File: src/rtl/cpu_core_param.sv
// cpu_core_param: small register-file CPU core with a command handshake.
//
// One command is accepted on each rising edge where cmd_valid && cmd_ready.
// Moves, loads, stores, status reads and single-cycle ALU ops finish at the
// accept edge. The optional shift-add multiplier takes WIDTH further cycles.
// While it runs, cmd_ready is low.
//
// Optional feature: define CPU_CORE_MUL_EN to include the multiplier.
// Without it, opcode 1111 is a NOP and cmd_ready is tied high.
//
// Parameters:
//   WIDTH          datapath/register width (4..32)
//   REG_COUNT      number of general registers
//   LOG_REG_COUNT  register index width (REG_COUNT <= 2**LOG_REG_COUNT)
// Ports:
//   clk, rst                      clock, asynchronous active-high reset
//   cmd_valid / cmd_ready         command handshake
//   cmd_op                        4-bit opcode
//   cmd_rd, cmd_rs1, cmd_rs2      destination / source register indices
//   cmd_imm                       immediate for LDB
//   out_data / out_valid          STB/RDS result and its one-cycle strobe
//   flags                         {zero, carry}
module cpu_core_param #(
   parameter int WIDTH         = 8,
   parameter int REG_COUNT     = 16,
   parameter int LOG_REG_COUNT = 4
) (
   input  logic                     clk,
   input  logic                     rst,
   input  logic                     cmd_valid,
   output logic                     cmd_ready,
   input  logic [3:0]               cmd_op,
   input  logic [LOG_REG_COUNT-1:0] cmd_rd,
   input  logic [LOG_REG_COUNT-1:0] cmd_rs1,
   input  logic [LOG_REG_COUNT-1:0] cmd_rs2,
   input  logic [WIDTH-1:0]         cmd_imm,
   output logic [WIDTH-1:0]         out_data,
   output logic                     out_valid,
   output logic [1:0]               flags
);

   localparam logic [LOG_REG_COUNT:0] REG_LIMIT = (LOG_REG_COUNT+1)'(REG_COUNT);

   logic [WIDTH-1:0]         regs_q [REG_COUNT];
   logic [WIDTH-1:0]         regs_d [REG_COUNT];
   logic [WIDTH-1:0]         out_data_q, out_data_d;
   logic                     out_valid_q, out_valid_d;
   logic [1:0]               flags_q, flags_d;

   logic                     accept;
   logic [WIDTH-1:0]         rs1_val, rs2_val;
   logic [WIDTH-1:0]         alu_res;
   logic                     alu_carry;
   logic [WIDTH:0]           add_sum;
   logic                     wr_en;
   logic [LOG_REG_COUNT-1:0] wr_idx;
   logic [WIDTH-1:0]         wr_data;

`ifdef CPU_CORE_MUL_EN
   localparam int CW = $clog2(WIDTH + 1);
   localparam logic [CW-1:0] LAST_STEP = CW'(WIDTH - 1);

   typedef enum logic {ST_IDLE, ST_MUL} state_t;

   state_t                   state_q, state_d;
   logic [2*WIDTH-1:0]       mcand_q, mcand_d;
   logic [WIDTH-1:0]         mplier_q, mplier_d;
   logic [2*WIDTH-1:0]       acc_q, acc_d;
   logic [CW-1:0]            count_q, count_d;
   logic [LOG_REG_COUNT-1:0] mul_rd_q, mul_rd_d;
   logic [2*WIDTH-1:0]       mul_sum;

   assign cmd_ready = (state_q == ST_IDLE);
`else
   assign cmd_ready = 1'b1;
`endif

   assign accept = cmd_valid && cmd_ready;

   // Indices beyond the populated register file read as zero.
   assign rs1_val = ({1'b0, cmd_rs1} < REG_LIMIT) ? regs_q[cmd_rs1] : '0;
   assign rs2_val = ({1'b0, cmd_rs2} < REG_LIMIT) ? regs_q[cmd_rs2] : '0;

   // Single-cycle ALU result and carry.
   always_comb begin
      alu_res   = '0;
      alu_carry = 1'b0;
      add_sum   = '0;
      case (cmd_op)
         4'b1000: alu_res = ~rs1_val;
         4'b1001: alu_res = rs1_val & rs2_val;
         4'b1010: alu_res = rs1_val | rs2_val;
         4'b1011: begin
            add_sum   = {1'b0, rs1_val} + {1'b0, rs2_val};
            alu_res   = add_sum[WIDTH-1:0];
            alu_carry = add_sum[WIDTH];
         end
         4'b1100: begin
            alu_res   = rs1_val - rs2_val;
            alu_carry = (rs1_val < rs2_val);
         end
         4'b1101: alu_res = rs1_val ^ rs2_val;
         4'b1110: begin
            alu_res   = rs1_val + WIDTH'(1);
            alu_carry = &rs1_val;
         end
         default: ;
      endcase
   end

   // Command decode, multiplier stepping and the single register write port.
   always_comb begin
      regs_d      = regs_q;
      out_data_d  = out_data_q;
      out_valid_d = 1'b0;
      flags_d     = flags_q;
      wr_en       = 1'b0;
      wr_idx      = cmd_rd;
      wr_data     = '0;
`ifdef CPU_CORE_MUL_EN
      state_d  = state_q;
      mcand_d  = mcand_q;
      mplier_d = mplier_q;
      acc_d    = acc_q;
      count_d  = count_q;
      mul_rd_d = mul_rd_q;
      mul_sum  = acc_q + (mplier_q[0] ? mcand_q : '0);
`endif
      if (accept) begin
         case (cmd_op)
            4'b0000: begin
               wr_en   = 1'b1;
               wr_data = rs1_val;
            end
            4'b0001: begin
               wr_en   = 1'b1;
               wr_data = cmd_imm;
            end
            4'b0010: begin
               out_data_d  = rs1_val;
               out_valid_d = 1'b1;
            end
            4'b0011: begin
               out_data_d  = {{(WIDTH-2){1'b0}}, flags_q};
               out_valid_d = 1'b1;
            end
            4'b1000, 4'b1001, 4'b1010, 4'b1011,
            4'b1100, 4'b1101, 4'b1110: begin
               wr_en   = 1'b1;
               wr_data = alu_res;
               flags_d = {(alu_res == '0), alu_carry};
            end
`ifdef CPU_CORE_MUL_EN
            4'b1111: begin
               mcand_d  = {{WIDTH{1'b0}}, rs1_val};
               mplier_d = rs2_val;
               acc_d    = '0;
               count_d  = '0;
               mul_rd_d = cmd_rd;
               state_d  = ST_MUL;
            end
`endif
            default: ;
         endcase
      end
`ifdef CPU_CORE_MUL_EN
      // One shift-add step per cycle; the last step commits the product.
      if (state_q == ST_MUL) begin
         acc_d    = mul_sum;
         mcand_d  = mcand_q << 1;
         mplier_d = mplier_q >> 1;
         count_d  = count_q + CW'(1);
         if (count_q == LAST_STEP) begin
            wr_en   = 1'b1;
            wr_idx  = mul_rd_q;
            wr_data = mul_sum[WIDTH-1:0];
            flags_d = {(mul_sum[WIDTH-1:0] == '0), |mul_sum[2*WIDTH-1:WIDTH]};
            state_d = ST_IDLE;
         end
      end
`endif
      if (wr_en && ({1'b0, wr_idx} < REG_LIMIT)) begin
         regs_d[wr_idx] = wr_data;
      end
   end

   always_ff @(posedge clk or posedge rst) begin
      if (rst) begin
         regs_q      <= '{default: '0};
         out_data_q  <= '0;
         out_valid_q <= 1'b0;
         flags_q     <= '0;
`ifdef CPU_CORE_MUL_EN
         state_q  <= ST_IDLE;
         mcand_q  <= '0;
         mplier_q <= '0;
         acc_q    <= '0;
         count_q  <= '0;
         mul_rd_q <= '0;
`endif
      end else begin
         regs_q      <= regs_d;
         out_data_q  <= out_data_d;
         out_valid_q <= out_valid_d;
         flags_q     <= flags_d;
`ifdef CPU_CORE_MUL_EN
         state_q  <= state_d;
         mcand_q  <= mcand_d;
         mplier_q <= mplier_d;
         acc_q    <= acc_d;
         count_q  <= count_d;
         mul_rd_q <= mul_rd_d;
`endif
      end
   end

   assign out_data  = out_data_q;
   assign out_valid = out_valid_q;
   assign flags     = flags_q;

endmodule
File: config.mk
export PLATFORM = sky130hd
export DESIGN_NAME = cpu_core_param
export DESIGN_NICKNAME = d
export VERILOG_FILES = /design/src/rtl/cpu_core_param.sv
export SDC_FILE = /design/constraint.sdc
export NUM_CORES = 1
export LEC_CHECK = 0
export CORE_UTILIZATION = 60
export CTS_BUF_LIST = sky130_fd_sc_hd__clkbuf_16
export DETAILED_ROUTE_END_ITERATION = 6
export MAX_ROUTING_LAYER = met4
export PLACE_DENSITY = 0.79
export SETUP_SLACK_MARGIN = 0.1
export SKIP_CTS_REPAIR_TIMING = 1
export SYNTH_ARGS = -nofsm -noshare
export SYNTH_HDL_FRONTEND = slang
export SYNTH_SLANG_ARGS = --single-unit
File: constraint.sdc
create_clock -name clk -period 14.1 [get_ports clk]
set_clock_uncertainty 0.1 [all_clocks]
set_input_delay 2.115 -clock clk [delete_from_list [all_inputs] [get_ports clk]]
set_output_delay 2.115 -clock clk [all_outputs]
set_load 0.01 [all_outputs]
**After elaboration in Yosys (flattened, before gate mapping)**

Index checks and enable logic that the tools add are counted.

- $add $sub $neg: 3
- Order comparisons: 5
- Eq/ne operators: 10
- Multiplexer cells: 18
- Bitwise operators: 7
- Reductions and logical operators: 10

Operators with widths:

| kind | count |
|---|---|
| 128-bit bitwise mux | 1 |
| 8-bit binary-select mux with 4-bit select | 2 |
| 8-bit one-hot mux with 7 select lines | 1 |
| 8-bit 2-to-1 mux | 6 |
| 8-bit demux with 4-bit select | 1 |
| 4-bit == test, second input constant | 7 |
| 8-bit one-hot mux with 3 select lines | 1 |
| 8-bit one-hot mux with 2 select lines | 1 |
| 5-bit >= comparator, second input constant | 3 |
| 4-bit inverter with 5-bit output | 3 |
| 8-bit by 8-bit adder with 9-bit output | 1 |
| 9-bit OR reduction | 1 |
| 8-bit by 1-bit adder with 8-bit output, second input constant | 1 |
| 8-bit AND | 1 |
| 4-bit by 2-bit == test with 1-bit output, second input constant | 2 |
| 8-bit logical NOT | 1 |
| 8-bit < comparator | 1 |
| 8-bit inverter | 1 |
| 8-bit OR | 1 |
| 8-bit AND reduction | 1 |
| 8-bit subtractor | 1 |
| 8-bit bitwise XOR | 1 |
| 7-bit OR reduction | 1 |
| 5-bit by 1-bit < comparator with 1-bit output, second input constant | 1 |
| 8 further kinds | 12 |

- Flip-flop bits (word level): 139
- Input port bits: 27
- Output and inout port bits: 12
- Word-level logic and storage cells: 72

**Depth between registers and ports, before layout**

Gate-level depths: netlist of run 1.

- Word-level depth: 9
- Depth in mapped cells: 19
- Gate-level depth less buffers: 14

**Worst setup path after synthesis of run 1**

Ideal clock, no wire load.

- Path kind: input-to-reg
- Start: input cmd_rs2[0]
- End: register regs_q[30] (netlist bit)
- Library setup time: 0.136 ns
- Arrival: 6.104 ns
- Data required time: 13.864 ns
- Slack: 7.759 ns
- Cell stages on the path: 16
- Path buffers: 4
- Cell sequence: clkbuf_1 -> buf_1 -> mux4_2 -> mux4_2 -> ha_1 -> fa_1 -> a21o_1 -> a21oi_1 -> o21ai_0 -> xnor2_1 -> a22oi_1 -> o211a_1 -> and3_1 -> clkbuf_1 -> buf_2 -> a21oi_1

- Word-level cells in the longest chain between the ends: 9
- Elaborated cells between the ends (all ways): 13
- Classes of those cells: add/sub (2); mux (7); bitwise (4)

Ends and longest elaborated chain:

| what | RTL line | text |
|---|---|---|
| from (decl) | 35 | `input logic [LOG_REG_COUNT-1:0] cmd_rs2,` |
| 4-bit inverter with 5-bit output (implied by the code) (*) | 82 | `assign rs2_val = ({1'b0, cmd_rs2} < REG_LIMIT) ? regs_q[cmd_rs2] : '0;` |
| 8-bit binary-select mux with 4-bit select (*) | 82 |  |
| 8-bit 2-to-1 mux (implied by the code) (*) (2 in a row) | 82 |  |
| 8-bit subtractor, or another cell as far along | 99 | `alu_res = rs1_val - rs2_val;` |
| 8-bit one-hot mux with 7 select lines (*) | 89 | `case (cmd_op)` |
| 8-bit one-hot mux with 3 select lines (*) | 130 | `case (cmd_op)` |
| 8-bit 2-to-1 mux (*) | 129 | `if (accept) begin` |
| 128-bit bitwise mux (*) | 183 | `regs_d[wr_idx] = wr_data;` |
| to (signal assigned) | 202 | `regs_q <= regs_d;` |
| to (decl) | 44 | `logic [WIDTH-1:0] regs_q [REG_COUNT];` |

Mark *: on every way between the ends. The rest lies on a longest branch, timed or not. The select of a mux whose other input is x is not followed.
A chain may end at the register's enable or synchronous reset.

**Worst setup path after layout of run 1**

- Start: input cmd_rs1[3]
- End: register regs_q[111] (netlist bit)

- Word-level cells in the longest chain between the ends: 9
- Elaborated cells between the ends (all ways): 15
- Classes of those cells: add/sub (3); mux (7); bitwise (5)

Ends and longest elaborated chain:

| what | RTL line | text |
|---|---|---|
| from (decl) | 34 | `input logic [LOG_REG_COUNT-1:0] cmd_rs1,` |
| 4-bit inverter with 5-bit output (implied by the code) (*) | 81 | `assign rs1_val = ({1'b0, cmd_rs1} < REG_LIMIT) ? regs_q[cmd_rs1] : '0;` |
| 8-bit binary-select mux with 4-bit select (*) | 81 |  |
| 8-bit 2-to-1 mux (implied by the code) (*) (2 in a row) | 81 |  |
| 8-bit by 1-bit adder with 8-bit output, or another cell as far along | 104 | `alu_res = rs1_val + WIDTH'(1);` |
| 8-bit one-hot mux with 7 select lines | 89 |  |
| 8-bit one-hot mux with 3 select lines (*) | 130 |  |
| 8-bit 2-to-1 mux (*) | 129 |  |
| 128-bit bitwise mux (*) | 183 |  |

Marks and branches as above.

==> out/qor.yml, run 1 <==
route:
  drtAntennaViolNets: 0
  vias_per_cell: 6.99
  firstDrtPassIters: 5
  drt-initial-drc-count: 916
  wl_um: 24900
  vias: 7077
  wl_per_cell_um: 24.6
  drc_errors: 0
die:
  initial_core_util: 0.618
  die_w_um: 122
  top_level_ports: 39
  die_area_sq_um: 14900
  num_rows: 43
  die_y_um: 122
  core_area_sq_um: 14000
placement:
  gp_congestion: 0.976
  dp.cells: 981
  place_hpwl_um: 16500
  dp_slack_ns: 6.93
  numPortBuffers: 37
cts:
  numCtsBuffers: 17
  cts_htree_levels: 4
  cts-root-buf: "clkbuf_16"
  clk_latency_ns: 0.43
  cts_num_sinks: 139
  clkSlewWorstSetupHoldPaths_ns: 0.06
  cts_tree: "built"
  clk_path_buf_depth: 2
grt:
  grt_first_pass_wirelength_um: 39700
  grt_pass1_vias: 7185
  antenna_found_initial: 0
  grt_max_degree: 81
  grt_usage: 0.375
  overflow: 0
yosys:
  synth_area_per_cell_sq_um: 10.7
  synth-edff-count: 0
  yosysWarnings: 0
  synthTopCellsByCount: "dfrtp_1 (139), nor2_1 (112), a21oi_1 (89), mux4_2 (72), nand2_1 (52)"
  synth_area_leader_cell: "dfrtp_1"
  async_flop_share: 1.00
  yosys.cell_count.top_type: "dfrtp_1"
  ys.flop_type: "dfrtp_1"
  syn_area_sq_um: 8650
  synthTopCellsByArea: "dfrtp_1 (40%), mux4_2 (19%), a21oi_1 (5.2%), nor2_1 (4.9%), ha_1 (3.6%)"
  yosys.area.top_type_share: 0.402
  synth_cells: 805
  ys_seq_area_frac: 0.402
  ys_seq_elements: 139
  syn-num-nets: 859
  synthDistinctLibCells: 60
power_and_ir_drop:
  swShare: 0.362
  pwr-share-seq: 0.367
  p_total_mw: 1.64
  p_int_mw: 1.04
  pwr-share-comb: 0.365
  peakVddDrop_v: 0.000108
  power.switching_uw: 593
  powerDensity_nw_per_um2: 169
  clkPwrFrac: 0.268
  leakagePower_nw: 4.02
sta:
  grt_setup_unrepaired: "false"
  maxSlewHeadroom: 0.155
  worst_pin_slew_ns: 1.26
  hold_ws_ns: 0.390
  maxSlewViolCount: 0
  timing.final.crit_share: 0.485
  hold_viol_final: 0
  layout_min_cycle_time_ns: 6.84
  setup_viol: 0
  layout_setup_ws_ns: 7.26
  fin_tns_setup_ns: 0
  max_freq_ghz: 0.146
min_path:
  hold_class: "flip-flop to flip-flop"
  hold_start: "out_data[1]$_DFFE_PP0P_"
setup_path:
  crit_path_start: "cmd_rs1[3]"
  r2r_start: "regs_q[0]$_DFFE_PP0P_"
  path_max_fanout: 17
  endpoint_kind: "flip-flop"
  worst-setup-path-type: "primary input to flip-flop"
  cp_data_required_time_ns: 14.24
  start_kind: "primary input"
  arrival_ns: 6.98
cells_and_area:
  drive_above_1_share: 0.196
  fin_nets: 874
  antenna_cells: 0
  stdcell_count: 1013
  area_growth_pct: 11.8
run_status:
  outcome: "finished clean"
run:
  drv_cap: 0
[power groups by stage]
stage / clock network, mW / logic, mW / registers [mW]
floorplan: 0 / 0.440 / 0.569
global placement: 0 / 0.551 / 0.581
detailed placement: 0 / 0.578 / 0.596
CTS: 0.441 / 0.587 / 0.594
global route: 0.459 / 0.647 / 0.609
finish: 0.439 / 0.597 / 0.600
[registers in the layout, indices dropped and copies added, names as in the netlist]
signal / cells
regs_q: 128
out_data: 8
flags: 2
out_valid: 1
[worst paths after layout]
path,endpoint,slack [ns],cells after the start
max,regs_q[111]$_DFFE_PP0P_,7.26,14
min,out_data[1]$_DFFE_PP0P_,0.39,2
max reg2reg,regs_q[70]$_DFFE_PP0P_,9.62,12
min reg2reg,out_data[1]$_DFFE_PP0P_,0.39,2
max in group asynchronous,regs_q[44]$_DFFE_PP0P_,10.46,3
min in group asynchronous,regs_q[13]$_DFFE_PP0P_,2.02,2
[stage by stage]
stage | util | area [sq um]
2_1_floorplan | - | 8650
3_3_place_gp | 0.650 | 9100
3_5_place_dp | 0.650 | 9100
4_1_cts | 0.691 | 9670
5_1_grt | 0.691 | 9670
6_report | 0.691 | 9670
[cell type report]
class,count,area [sq um]
Clock buffer,17,425
Sequential cell,139,3480
Fill cell,1002,4320
Tap cell,180,225
Inverter,28,110
Multi-Input combinational cell,576,4760
Timing Repair Buffer,58,518
Clock inverter,15,149
[cells in the final DEF (no fill, tap or decap), types with 3 or more instances in the layout]
master           synthesis  layout
a211oi_1                 4       4
a21o_1                   5       5
a21oi_1                 89      89
a21oi_2                  4       4
a221oi_1                 5       5
a22o_1                   7       7
a22oi_1                 14      14
a31oi_1                  8       8
a31oi_4                  5       5
and2_1                   4       4
and3_1                   3       3
buf_4                    2      21
clkbuf_16                0      17
clkdlybuf4s50_1          0      35
clkinv_2                 0       3
clkinvlp_4               0       3
dfrtp_1                139     139
ha_1                    25      25
inv_1                   26      26
inv_6                    0       4
mux2_2                  17      17
mux2i_1                 12      12
mux4_2                  72      72
nand2_1                 52      52
nand2b_1                 9       9
nand3_1                  9       9
nand4_1                  3       3
nor2_1                 112     112
nor2b_1                 10      10
nor3_1                  11      10
o211a_1                  3       3
o211ai_1                 6       6
o21ai_0                 36      36
o22ai_1                  5       5
o31ai_1                  3       3
or3_1                    5       5
xnor2_1                 10      10
[logic make-up (layout without fill, tap and decap cells)]
| logic type | count (synthesis) | in the layout | share of synthesized area |
|---|---|---|---|
| AND/OR/NAND/NOR | 228 | 228 | 0.116 |
| AO/OA/AOI/OAI | 208 | 208 | 0.157 |
| XOR/XNOR | 10 | 10 | 0.0101 |
| multiplexers | 102 | 102 | 0.226 |
| buffers and inverters | 90 | 118 | 0.0473 |
| flip-flops | 139 | 139 | 0.402 |
| adder cells (fa/ha/maj) | 27 | 27 | 0.0408 |
| other | 1 | 1 | 0.000434 |
[routing by layer]
metal	GRT usage	share of wire	wire length (um)
met1	0.461	0.38	9430
met2	0.594	0.49	12300
met3	0.0852	0.087	2160
met4	0.170	0.040	992
met5	-	0	0
[worst max-delay path: stages]
cell             delay (ns)
clkdlybuf4s50_1        1.00
mux4_2                 0.60
mux2i_1                0.28
a21o_1                 0.27
inv_1                  0.22
ha_1                   0.33
a21o_1                 0.20
a21oi_1                0.18
a21oi_1                0.11
o21a_1                 0.19
or3_1                  0.30
nand3_1                0.09
and3b_1                0.86
a31oi_1                0.19
Note: power is estimated with default switching activity, not from simulation.
==> inputs of run 2 (changes only) <==
- CORE_UTILIZATION: 60 -> 56
- PLACE_DENSITY: 0.79 -> 0.78
- clock period: 14.1 -> 5.5 ns (I/O delays scaled with it)
==> out/qor.yml, run 2 (synthesized netlist as in run 1, its figures left out) <==
die:
  core_area_sq_um: 15100  # +8.3%
  initial_core_util: 0.571  # -0.0472
  top_level_ports: 39  # unchanged
  num_rows: 45  # +4.7%
  die_area_sq_um: 15900  # +7.0%
  die_w_um: 126  # +3.4%
  die_y_um: 126  # +3.4%
route:
  firstDrtPassIters: 5  # unchanged
  drtAntennaViolNets: 0  # unchanged
  drt-initial-drc-count: 715  # -22%
  vias: 6885  # -2.7%
  wl_um: 24000  # -3.5%
  wl_per_cell_um: 23.1  # -5.9%
  vias_per_cell: 6.63  # -5.1%
  drc_errors: 0  # unchanged
cts:
  cts_num_sinks: 139  # unchanged
  cts_tree: "built"
  cts_htree_levels: 4  # unchanged
  numCtsBuffers: 17  # unchanged
  clk_latency_ns: 0.43  # about the same
  clk_path_buf_depth: 2  # unchanged
  clkSlewWorstSetupHoldPaths_ns: 0.06  # about the same
  cts-root-buf: "clkbuf_16"
power_and_ir_drop:
  clkPwrFrac: 0.276  # +0.008
  swShare: 0.346  # -0.0167
  peakVddDrop_v: 0.000232  # +110%
  powerDensity_nw_per_um2: 431  # +150%
  pwr-share-comb: 0.363  # -0.002
  p_total_mw: 4.26  # +160%
  leakagePower_nw: 4.15  # +3.4%
  p_int_mw: 2.79  # +170%
  pwr-share-seq: 0.361  # -0.006
  power.switching_mw: 1.47  # +150%
cells_and_area:
  fin_area_sq_um: 9900  # +2.4%
  stdcell_count: 1039  # +2.6%
  largest_reg_flops: 128  # unchanged
  fill_cells: 1124  # +12%
  drive_above_1_share: 0.209  # +0.0135
  largest_register: "regs_q"
  antenna_cells: 0  # unchanged
  seq_area_sq_um: 3480  # unchanged
  finalCoreUtilization: 0.654  # -0.0377
  fin_nets: 892  # +2.1%
  mostFrequentLayoutCell: "dfrtp_1"
  layout_common_cells: "dfrtp_1 (139), nor2_1 (112), a21oi_1 (89), mux4_2 (72), nand2_1 (52)"
  multi_input_area_sq_um: 4760  # unchanged
  area_growth_pct: 14.5
run:
  drv_cap: 0  # unchanged
sta:
  worst_pin_slew_ns: 0.952  # -0.310 ns
  timing.final.crit_share: 0.882
  layout_min_cycle_time_ns: 4.85
  hold_viol_final: 0  # unchanged
  setup_viol: 0  # unchanged
  fin_tns_setup_ns: 0  # unchanged
  maxSlewHeadroom: 0.366  # +0.211
  layout_setup_ws_ns: 0.649  # -6.61 ns
  hold_ws_ns: 0.398  # +0.00848 ns
  maxSlewViolCount: 0  # unchanged
  max_freq_ghz: 0.206
  grt_setup_unrepaired: "false"
setup_path:
  worst-setup-path-type: "primary input to flip-flop"
  slowest_delay_ns: 0.67  # -0.33 ns
  slowest_stage: "clkdlybuf4s50_1"
  r2r_start: "regs_q[33]$_DFFE_PP0P_"
  path_max_fanout: 28  # +11
  cp_cell_sequence: "clkdlybuf4s50_1, buf_12, mux4_2, mux4_2, inv_1, ha_1, nor4_1, nor3_1, a21bo_2, a211oi_1, o211ai_1, buf_4, mux2_2"
  endpoint_kind: "flip-flop"
  path_delay_family: "multiplexers"
  cp_data_required_time_ns: 5.71  # -8.53 ns
  crit_path_frequent_cell: "mux4_2"
  crit_path_start: "cmd_rs2[1]"
  path_buf_inv: 4  # +2
  arrival_ns: 5.06  # -1.92 ns
  start_kind: "primary input"
placement:
  dp_slack_ns: 0.254  # -6.68 ns
  place_area_sq_um: 9290  # +2.1%
  place_hpwl_um: 17000  # +3.5%
  dp.cells: 1007  # +2.7%
  numPortBuffers: 37  # unchanged
  gp_congestion: 0.899  # -7.9%
grt:
  grt_usage: 0.328  # -0.0475
  overflow: 0  # unchanged
  grt_max_degree: 106  # +31%
  grt_pass1_vias: 6824  # -5.0%
  antenna_found_initial: 0  # unchanged
  grt_first_pass_wirelength_um: 38000  # -4.1%
min_path:
  hold_start: "out_data[1]$_DFFE_PP0P_"
  hold_class: "flip-flop to flip-flop"
run_status:
  outcome: "finished clean"
[run 2: cell count changes in the layout (fill, tap and decap cells not counted)]
cell	previous run	this run
inv_6	4	2
inv_1	26	28
clkinv_1	1	2
clkinv_2	3	2
buf_12	0	4
buf_4	21	35
bufinv_16	2	4
clkinvlp_4	3	1
[run 2: power by group through the flow]
stage                     Clock (mW)  Sequential [mW]  Combinational, mW
after floorplan                    0             1.46               1.13
after global placement             0             1.49               1.46
after detailed placement           0             1.53               1.51
after CTS                       1.19             1.53               1.53
after global routing            1.23             1.56               1.68
final                           1.18             1.54               1.55
[run 2: cell type report]
cell class | count | area share
clock buffers | 17 | 0.0430
multi-input cells | 576 | 0.481
flip-flops and latches | 139 | 0.351
well taps | 188 | 0.0238
inverters | 28 | 0.0111
clock inverters | 15 | 0.0185
repair buffers | 76 | 0.0710
[run 2: worst reg2reg max path: stages (launching register included)]
cell	delay (ns)
dfrtp_1	0.39
mux4_2	0.48
a22oi_1	0.31
nand2_1	0.27
inv_1	0.17
ha_1	0.28
o21ba_2	0.23
nor4_1	0.30
nor3_1	0.12
a21bo_2	0.23
a211oi_1	0.37
o211ai_1	0.17
buf_4	0.23
mux2_2	0.30
[run 2: metal layers]
| metal | up-vias | routed length [um] | track usage |
|---|---|---|---|
| li1 | 3023 | - | - |
| met1 | 3494 | 9530 | 0.406 |
| met2 | 311 | 12500 | 0.536 |
| met3 | 57 | 1380 | 0.0561 |
| met4 | 0 | 634 | 0.133 |
| met5 | - | 0 | - |
[run 2: worst paths after layout]
path | endpoint | slack [ns] | cells after the start
setup / recovery | regs_q[37]$_DFFE_PP0P_ | 0.65 | 13
min in group asynchronous | regs_q[23]$_DFFE_PP0P_ | 0.85 | 2
hold / removal | out_data[1]$_DFFE_PP0P_ | 0.40 | 2
hold reg to reg | out_data[1]$_DFFE_PP0P_ | 0.40 | 2
max in group asynchronous | regs_q[64]$_DFFE_PP0P_ | 3.35 | 3
setup reg to reg | regs_q[37]$_DFFE_PP0P_ | 1.43 | 13
